<file path="src/rtl/asrv32_pipeline_ctrl.sv">
// asrv32_pipeline_ctrl
// Hazard and control-flow sequencer for the ASRV32 5-stage pipeline.
// Load-use hazards stall IF/ID for one cycle. Taken branches redirect fetch
// in the same cycle. Traps and MRET go through DRAIN, which waits for the
// memory stage to go idle or for a bounded timeout. A single REDIRECT cycle
// then issues the trap or return redirect.
module asrv32_pipeline_ctrl #(
   parameter int DRAIN_TIMEOUT = 15
) (
   input  logic        i_clk,
   input  logic        i_rst_n,
   input  logic        i_id_valid,
   input  logic [4:0]  i_rs1_addr,
   input  logic [4:0]  i_rs2_addr,
   input  logic        i_ex_valid,
   input  logic        i_ex_load,
   input  logic [4:0]  i_ex_rd_addr,
   input  logic        i_mem_busy,
   input  logic        i_branch_taken,
   input  logic [31:0] i_branch_target,
   input  logic        i_exception,
   input  logic        i_mret,
   input  logic [31:0] i_ex_pc,
   input  logic [31:0] i_trap_vector,
   input  logic [31:0] i_mepc,
   output logic        o_stall,
   output logic        o_flush,
   output logic        o_flush_ex,
   output logic        o_redirect,
   output logic [31:0] o_redirect_pc,
   output logic        o_mepc_wr,
   output logic [31:0] o_mepc_val,
   output logic        o_trap_enter,
   output logic        o_trap_return,
   output logic        o_drain_timeout
);

   // The counter is at least 4 bits wide and can always hold DRAIN_TIMEOUT.
   localparam int CNT_W = ($clog2(DRAIN_TIMEOUT + 1) > 4) ? $clog2(DRAIN_TIMEOUT + 1) : 4;
   localparam logic [CNT_W-1:0] TIMEOUT_VAL = CNT_W'(DRAIN_TIMEOUT);

   typedef enum logic [1:0] {
      ST_RUN      = 2'd0,
      ST_DRAIN    = 2'd1,
      ST_REDIRECT = 2'd2
   } state_t;

   state_t           r_state;
   logic             r_kind;          // 1 = MRET, 0 = trap
   logic [CNT_W-1:0] r_cnt;
   logic [31:0]      r_mepc_val;
   logic             r_mepc_wr;
   logic             r_trap_enter;
   logic             r_trap_return;
   logic             r_drain_timeout;

   logic             w_load_use;
   logic             w_run_ok;
   logic             w_trap_evt;
   logic             w_branch_evt;
   logic [CNT_W-1:0] w_cnt_next;
   logic             w_timeout_hit;
   logic             w_drain_exit;

   assign w_load_use = i_id_valid & i_ex_valid & i_ex_load & (i_ex_rd_addr != 5'd0) &
                       ((i_ex_rd_addr == i_rs1_addr) | (i_ex_rd_addr == i_rs2_addr));

   // EX events are acted on only in RUN, and only when MEM is not holding EX stalled.
   assign w_run_ok     = (r_state == ST_RUN) & i_ex_valid & ~i_mem_busy;
   assign w_trap_evt   = w_run_ok & (i_exception | i_mret);
   assign w_branch_evt = w_run_ok & i_branch_taken & ~(i_exception | i_mret);

   // The counter saturates. DRAIN exits on the busy cycle in which the counter reaches the limit.
   assign w_cnt_next    = (r_cnt == TIMEOUT_VAL) ? r_cnt : r_cnt + CNT_W'(1);
   assign w_timeout_hit = i_mem_busy & (w_cnt_next == TIMEOUT_VAL);
   assign w_drain_exit  = ~i_mem_busy | w_timeout_hit;

   assign o_stall = w_load_use | i_mem_busy | (r_state == ST_DRAIN);

   // Combinational flush and redirect outputs, decoded from the state and the current EX events.
   always_comb begin
      // NOTE: each output is given a default first, so no path through the case infers a latch.
      o_flush       = 1'b0;
      o_flush_ex    = 1'b0;
      o_redirect    = 1'b0;
      o_redirect_pc = 32'd0;
      case (r_state)
         ST_RUN: begin
            o_flush    = w_trap_evt | w_branch_evt;
            o_flush_ex = w_trap_evt;
            o_redirect = w_branch_evt;
            if (w_branch_evt) begin
               o_redirect_pc = i_branch_target;
            end
         end
         ST_DRAIN: begin
            o_flush = 1'b1;
         end
         ST_REDIRECT: begin
            o_flush       = 1'b1;
            o_redirect    = 1'b1;
            o_redirect_pc = r_kind ? i_mepc : i_trap_vector;
         end
         default: begin
         end
      endcase
   end

   // Trap FSM. The pulse outputs are registered on entry to REDIRECT, so they are high exactly in that cycle.
   always_ff @(posedge i_clk or negedge i_rst_n) begin
      if (!i_rst_n) begin
         r_state         <= ST_RUN;
         r_kind          <= 1'b0;
         r_cnt           <= '0;
         r_mepc_val      <= 32'd0;
         r_mepc_wr       <= 1'b0;
         r_trap_enter    <= 1'b0;
         r_trap_return   <= 1'b0;
         r_drain_timeout <= 1'b0;
      end else begin
         // NOTE: non-blocking assignments, so every register samples values from before the edge.
         r_mepc_wr       <= 1'b0;
         r_trap_enter    <= 1'b0;
         r_trap_return   <= 1'b0;
         r_drain_timeout <= 1'b0;
         case (r_state)
            ST_RUN: begin
               if (w_trap_evt) begin
                  r_kind     <= i_mret;
                  r_mepc_val <= i_ex_pc;
                  r_cnt      <= '0;
                  r_state    <= ST_DRAIN;
               end
            end
            ST_DRAIN: begin
               if (i_mem_busy) begin
                  r_cnt <= w_cnt_next;
               end
               if (w_drain_exit) begin
                  r_state         <= ST_REDIRECT;
                  r_trap_enter    <= ~r_kind;
                  r_trap_return   <= r_kind;
                  r_mepc_wr       <= ~r_kind;
                  r_drain_timeout <= w_timeout_hit;
               end
            end
            ST_REDIRECT: begin
               r_state <= ST_RUN;
            end
            default: begin
               r_state <= ST_RUN;
            end
         endcase
      end
   end

   assign o_mepc_val      = r_mepc_val;
   assign o_mepc_wr       = r_mepc_wr;
   assign o_trap_enter    = r_trap_enter;
   assign o_trap_return   = r_trap_return;
   assign o_drain_timeout = r_drain_timeout;

endmodule

</file>
<file path="config.mk">
export PLATFORM = sky130hd
export DESIGN_NAME = asrv32_pipeline_ctrl
export DESIGN_NICKNAME = d
export VERILOG_FILES = /design/src/rtl/asrv32_pipeline_ctrl.sv
export SDC_FILE = /design/constraint.sdc
export NUM_CORES = 1
export LEC_CHECK = 0
export ABC_AREA = 1
export CORE_MARGIN = 2
export CORE_UTILIZATION = 30
export DETAILED_ROUTE_END_ITERATION = 6
export PLACE_DENSITY = 0.76
export SLEW_MARGIN = 30
export SYNTH_ARGS = -nofsm -noshare
export SYNTH_HDL_FRONTEND = slang
export SYNTH_SLANG_ARGS = --single-unit
</file>
<file path="constraint.sdc">
create_clock -name i_clk -period 2.6 [get_ports i_clk]
set_input_delay 0.52 -clock i_clk [delete_from_list [all_inputs] [get_ports i_clk]]
set_output_delay 0.52 -clock i_clk [all_outputs]
set_load 0.02 [all_outputs]
</file>
==> qor.csv, run 1 <==
metric,value,unit
total core area,8640,um2
Max IR drop VDD,0.650,mV
Post-Syn Area per Cell,6.88,um2
Starting Density,30.7,%
vias in the first global route,3467,
CP Max Fanout,2,
status,finished clean,
"most common cell after layout, fill and taps aside",clkdlybuf4s50_1,
Logic pwr share,61.1,%
dpl cell area,5110,um2
routability cong.,0.926,
Crit Path Category,in -> out,
number of vias after detailed routing,3454,
CP required,2.08,ns
remaining global-route overflow,0,
H-tree lvl count,2,
Tightest Hold Check Type,in -> async,
Final Hold Viols,0,
final setup vio count,0,
CTS max path bufs,2,
Synth Instances,385,
final wirelength,10900,um
io pins,224,
Synth warnings,0,
CTS buffer count,5,
Switch Pwr,1.84,mW
Slew Limit Headroom,64.8,%
Final nets,772,
Ant. Diodes,0,
CTS tree,built,
"CTS clk-pin slew, worst paths",0.08,ns
initial antenna violation count,0,
maxcap violations,0,
crit path DAT,1.99,ns
antenna-violating nets left,0,
fin crit share,96.5,%
Site Rows,34,
Total GRT Usage,22.0,%
first-pass GRT wire length,17300,um
Startpoint Class,primary input,
register area share after synthesis,39.7,%
Final Skew,0.00382,ns
layout cells sized above 1,10.9,%
pwr dens,838,nW/um2
post-route cell area,5050,um2
HPWL Detailed,8410,um
CTS sink cnt,42,
Mapped Area,2650,um2
PnR worst setup slack,0.0922,ns
Die Area,9600,um2
Clk Tree Root Cell,clkbuf_8,
"Core Util, Final",58.5,%
syn nets,543,
DRT Pass-1 Iters,5,
Via-to-Cell Ratio,4.78,
Worst-Margin Slew,0.528,ns
Critical Path Sink Type,output port,
drt initial violations,134,
switching share of total power,43.5,%
most frequent cells in the layout,"clkdlybuf4s50_1 (186), nand2_1 (126), nor2_1 (46)",
post-layout minimum cycle time,2.51,ns
RSZ-0062 raised after global routing,no,
Static Leak,2.41,nW
drt wl/cell,15.0,um
P&R area growth vs syn,90.6,%
Die Span X,98.0,um
Netlist cell types,25,
#FFs+latches synth,42,
die extent in y,98.0,um
fin. max-slew vios,0,
port bufs,223,
Internal,2.39,mW
Max Fclk,399,MHz
pin count of the biggest net entering global routing,43,
sequential power share,26.7,%
Clock Power Share,12.2,%
later-pin clock latency in the skew report,0.29,ns
Setup WS pre-CTS,-0.235,ns
drt drc,0,
## power groups by stage
| stage | clock network, mW | logic [mW] | registers (mW) |
|---|---|---|---|
| floorplan | 0 | 0.993 | 1.45 |
| global placement | 0 | 2.68 | 1.12 |
| detailed placement | 0 | 2.71 | 1.13 |
| CTS | 0.536 | 2.63 | 1.13 |
| global route | 0.560 | 2.80 | 1.17 |
| finish | 0.517 | 2.58 | 1.13 |
## kinds of logic (layout without fill, tap and decap cells)
group	count (synthesis)	after routing	share of synthesized area, %
and+or+nand+nor	189	189	28.5
AOI/OAI and AO/OA	74	74	16.1
buffers and inverters	65	295	9.91
DFF	42	42	39.7
xor gates and xnor gates	9	9	2.97
adders and majority gates	6	6	2.83
## final cells by class
class / count / area [um2]
Clock buffer: 6 / 72.6
Sequential cell: 42 / 1050
Tap cell: 108 / 135
Clock inverter: 2 / 37.5
Fill cell: 809 / 3580
Multi-Input combinational cell: 278 / 1340
Timing Repair Buffer: 242 / 2250
Inverter: 45 / 169
## state kept, by name, indices dropped and copies added, names as in the netlist
| signal | cells |
|---|---|
| r_cnt | 4 |
| o_trap_return | 1 |
| o_trap_enter | 1 |
| o_mepc_val | 32 |
| r_kind | 1 |
| r_state | 2 |
| o_drain_timeout | 1 |
## cells in the mapped netlist, drive strengths merged
| cell type | number | share of area [%] |
|---|---|---|
| inv | 44 | 6.2 |
| clkbuf | 12 | 1.7 |
| nand3 | 8 | 1.7 |
| and3 | 1 | 0.24 |
| a21oi | 3 | 0.57 |
| nor2 | 47 | 6.9 |
| nand4 | 4 | 0.94 |
| o21ai | 38 | 7.2 |
| clkinv | 1 | 0.14 |
| o22ai | 32 | 7.6 |
| nand2 | 127 | 18 |
| ha | 6 | 2.8 |
| xnor2 | 4 | 1.3 |
| xor2 | 5 | 1.7 |
| nor3 | 1 | 0.19 |
| dfrtp | 42 | 40 |
| buf | 8 | 1.8 |
| or2 | 1 | 0.24 |
| a22oi | 1 | 0.80 |
## what timing repair did
item / 4_1_cts / 5_1_grt
hold buffers: 0 / 0
gates cloned: 0 / 0
resized for setup: 36 / 68
buffers inserted: 0 / 0
setup endpoints to repair: 36 / 34
endpoints found under the hold margin: 0 / 0
## stage by stage
stage                     instances  power [mW]  hold slack (ns)  TNS (ns)
after floorplan                 385        2.44            0.224         0
after global placement          715        3.80            0.461     -5.70
after detailed placement        715        3.84            0.465     -6.08
after CTS                       723        4.30            0.389         0
after global routing            723        4.53            0.234         0
final                           723        4.23            0.202         0
## path summary, 6_finish.rpt
check | from | end | depth (start not counted) | slack [ns]
max | i_ex_rd_addr[1] | o_stall | 8 | 0.09
min | i_rst_n | o_mepc_val[3] | 1 | 0.20
max reg2reg | r_state[1] | r_cnt[0] | 10 | 0.68
min reg2reg | o_mepc_val[16] | o_mepc_val[16] | 2 | 0.48
max in group asynchronous | i_rst_n | o_trap_enter | 1 | 2.04
min in group i_clk | o_mepc_val[16] | o_mepc_val[16] | 2 | 0.48
## worst max-delay path, stage by stage
cell,delay (ns)
clkdlybuf4s50_1,0.42
or2_2,0.29
a21oi_1,0.16
nand3_1,0.08
nand2_1,0.07
nand3_1,0.06
nand2_1,0.05
dlygate4sd2_1,0.33
## metal layers
| layer | vias up | share of wire (%) | GRT usage [%] |
|---|---|---|---|
| met5 | - | 0 | 0 |
| met4 | 0 | 1.8 | 5.45 |
| met3 | 12 | 8.9 | 5.37 |
| met2 | 168 | 48 | 38.0 |
| met1 | 1592 | 42 | 27.8 |
| li1 | 1682 | - | - |
(Power assumes the default switching activity.)
==> run 2: changes to the inputs <==
Settings changed: CORE_MARGIN 2 to unset, SLEW_MARGIN 30 to 10.
==> qor.csv, run 2 (synthesis results as in run 1) <==
metric,value,unit,change
Fin Setup TNS,0,ns,unchanged
Die Span X,96.0,um,-2.0%
final setup vio count,0,,unchanged
Crit Path Category,reg -> out,,
Worst R2R Start,r_state[1],,
post-layout minimum cycle time,2.50,ns,-0.00664 ns
remaining global-route overflow,0,,unchanged
switching share of total power,43.0,%,-0.41 points
Clock Power Share,12.5,%,+0.3 points
antenna-violating nets left,0,,unchanged
"most common cell after layout, fill and taps aside",clkdlybuf4s50_1,,
max reg flops,32,,unchanged
Worst Hold Margin,0.366,ns,+0.164 ns
status,finished clean,,
R2R cell count,10,,unchanged
io pins,224,,unchanged
most frequent cells in the layout,"clkdlybuf4s50_1 (186), nand2_1 (126), nor2_1 (46)",,
reg2reg setup slack,0.70,ns,+0.02 ns
drt wl/cell,15.0,um,-0.26%
Switch Pwr,1.82,mW,-0.87%
crit path DAT,1.98,ns,about the same
CP cell instances,inv_1 > ha_1 > nand2_1 > nor2_4 > nand3_2 > buf_12 > o22ai_1 > clkdlybuf4s15_1,,
pin count of the biggest net entering global routing,43,,unchanged
port bufs,223,,unchanged
Ant. Diodes,0,,unchanged
routability cong.,0.882,,-4.8%
Die Area,9210,um2,-4.0%
Max Fclk,400,MHz,+0.27%
worst r2r dst,r_cnt[0],,
# hold bufs at CTS,0,,unchanged
slowest CP cell,dfrtp_1,,
met2 GRT Util,37.8,%,-0.16 points
pwr dens,837,nW/um2,about the same
Logic pwr share,60.9,%,-0.2 points
final wirelength,10700,um,-1.5%
CTS buffer count,5,,unchanged
CP Capture Point,o_redirect_pc[2],,
CP Max Fanout,33,,+31
CTS tree,built,,
initial antenna violation count,0,,unchanged
CP required,2.08,ns,about the same
grt peak-use layer,met2,,
post-route cell area,5060,um2,+0.17%
DRT Pass-1 Iters,5,,unchanged
Critical Path Sink Type,output port,,
Final nets,767,,-0.65%
Critical Path Start,r_state[1],,
sequential power share,26.6,%,about the same
met1 Usage GRT,25.6,%,-2.2 points
dpl cell area,5060,um2,-1.1%
first-pass GRT wire length,15700,um,-8.9%
CP max stage delay,0.42,ns,about the same
Slew Limit Headroom,37.4,%,-27 points
Final Skew,0.00969,ns,+0.00586 ns
die extent in y,96.0,um,-2.0%
Tightest Hold Check Type,in -> async,,
Static Leak,2.40,nW,-0.53%
layout cells sized above 1,8.05,%,-2.8 points
drt initial violations,75,,-44%
drt drc,0,,unchanged
HPWL Detailed,8300,um,-1.4%
Total GRT Usage,22.0,%,-0.061 points
Via-to-Cell Ratio,4.75,,-0.53%
Starting Density,31.6,%,+0.93 points
GRT met3 Usage,6.71,%,+1.3 points
fin crit share,96.2,%,-0.26 points
P&R area growth vs syn,90.9,%,
Clk Tree Root Cell,clkbuf_8,,
"CTS clk-pin slew, worst paths",0.08,ns,about the same
maxcap violations,0,,unchanged
total core area,8380,um2,-2.9%
Startpoint Class,flop,,
CTS sink cnt,42,,unchanged
Design Power,4.23,mW,about the same
vias in the first global route,3311,,-4.5%
Max IR drop VDD,0.562,mV,-14%
post-CTS setup repair buffer count,0,,unchanged
RSZ-0062 raised after global routing,no,,
Internal,2.41,mW,+0.81%
Site Rows,33,,-2.9%
H-tree lvl count,2,,unchanged
fin. max-slew vios,0,,unchanged
Worst-Margin Slew,0.939,ns,+0.411 ns
later-pin clock latency in the skew report,0.29,ns,about the same
Final Hold Viols,0,,unchanged
number of vias after detailed routing,3393,,-1.8%
CTS max path bufs,2,,unchanged
run 2: what timing repair did:
| item | CTS | global route |
|---|---|---|
| gates resized for setup | 36 | 53 |
| pin swaps | 0 | 0 |
| endpoints found under the setup margin | 36 | 32 |
| cloned | 0 | 0 |
run 2: metrics by stage:
step,worst slack (ns),utilization [%],std cells
2_1_floorplan,0.456,-,385
3_3_place_gp,-0.174,60.3,707
3_5_place_dp,-0.193,60.3,707
4_1_cts,0.0313,61.1,714
5_1_grt,0.000208,60.4,714
6_report,0.0988,60.4,714
run 2: metal layers:
metal / vias up / wire length, um
met2: 175 / 5000
met3: 23 / 1200
met1: 1526 / 4190
met4: 0 / 299
li1: 1669 / -
met5: - / 0
run 2: worst min-delay path by stage:
stage	start	end	slack, ns	cells after the start
floorplan	i_rst_n	o_drain_timeout	0.22	0
detailed placement	o_mepc_val[0]	o_mepc_val[0]	0.46	2
CTS	i_rst_n	o_mepc_val[30]	0.40	1
finish	i_rst_n	o_mepc_val[30]	0.37	1
global placement	o_mepc_val[20]	o_mepc_val[20]	0.46	2
global route	i_rst_n	o_drain_timeout	0.44	1
run 2: power by group through the flow:
stage	logic, mW	clock network (mW)	registers (mW)
6_report	2.58	0.529	1.13
3_3_place_gp	2.64	0	1.12
2_1_floorplan	0.993	0	1.45
3_5_place_dp	2.68	0	1.13
4_1_cts	2.60	0.544	1.13
5_1_grt	2.79	0.568	1.16
run 2: worst max-delay path: cells and delay by family, from the launching register on:
family          cells  cell delay (ns)
buf+inv             3             0.64
flops               1             0.42
simple gates        3             0.30
fa+ha+maj           1             0.19
compound gates      1             0.13
run 2: cell type report:
type                       count  area [um2]
inverter                      45         169
multi-input combinational    278        1340
clock inverter                 1        30.0
timing repair buffer         237        2260
tap                          105         131
fill                         784        3320
sequential                    42        1050
clock buffer                   6        82.6
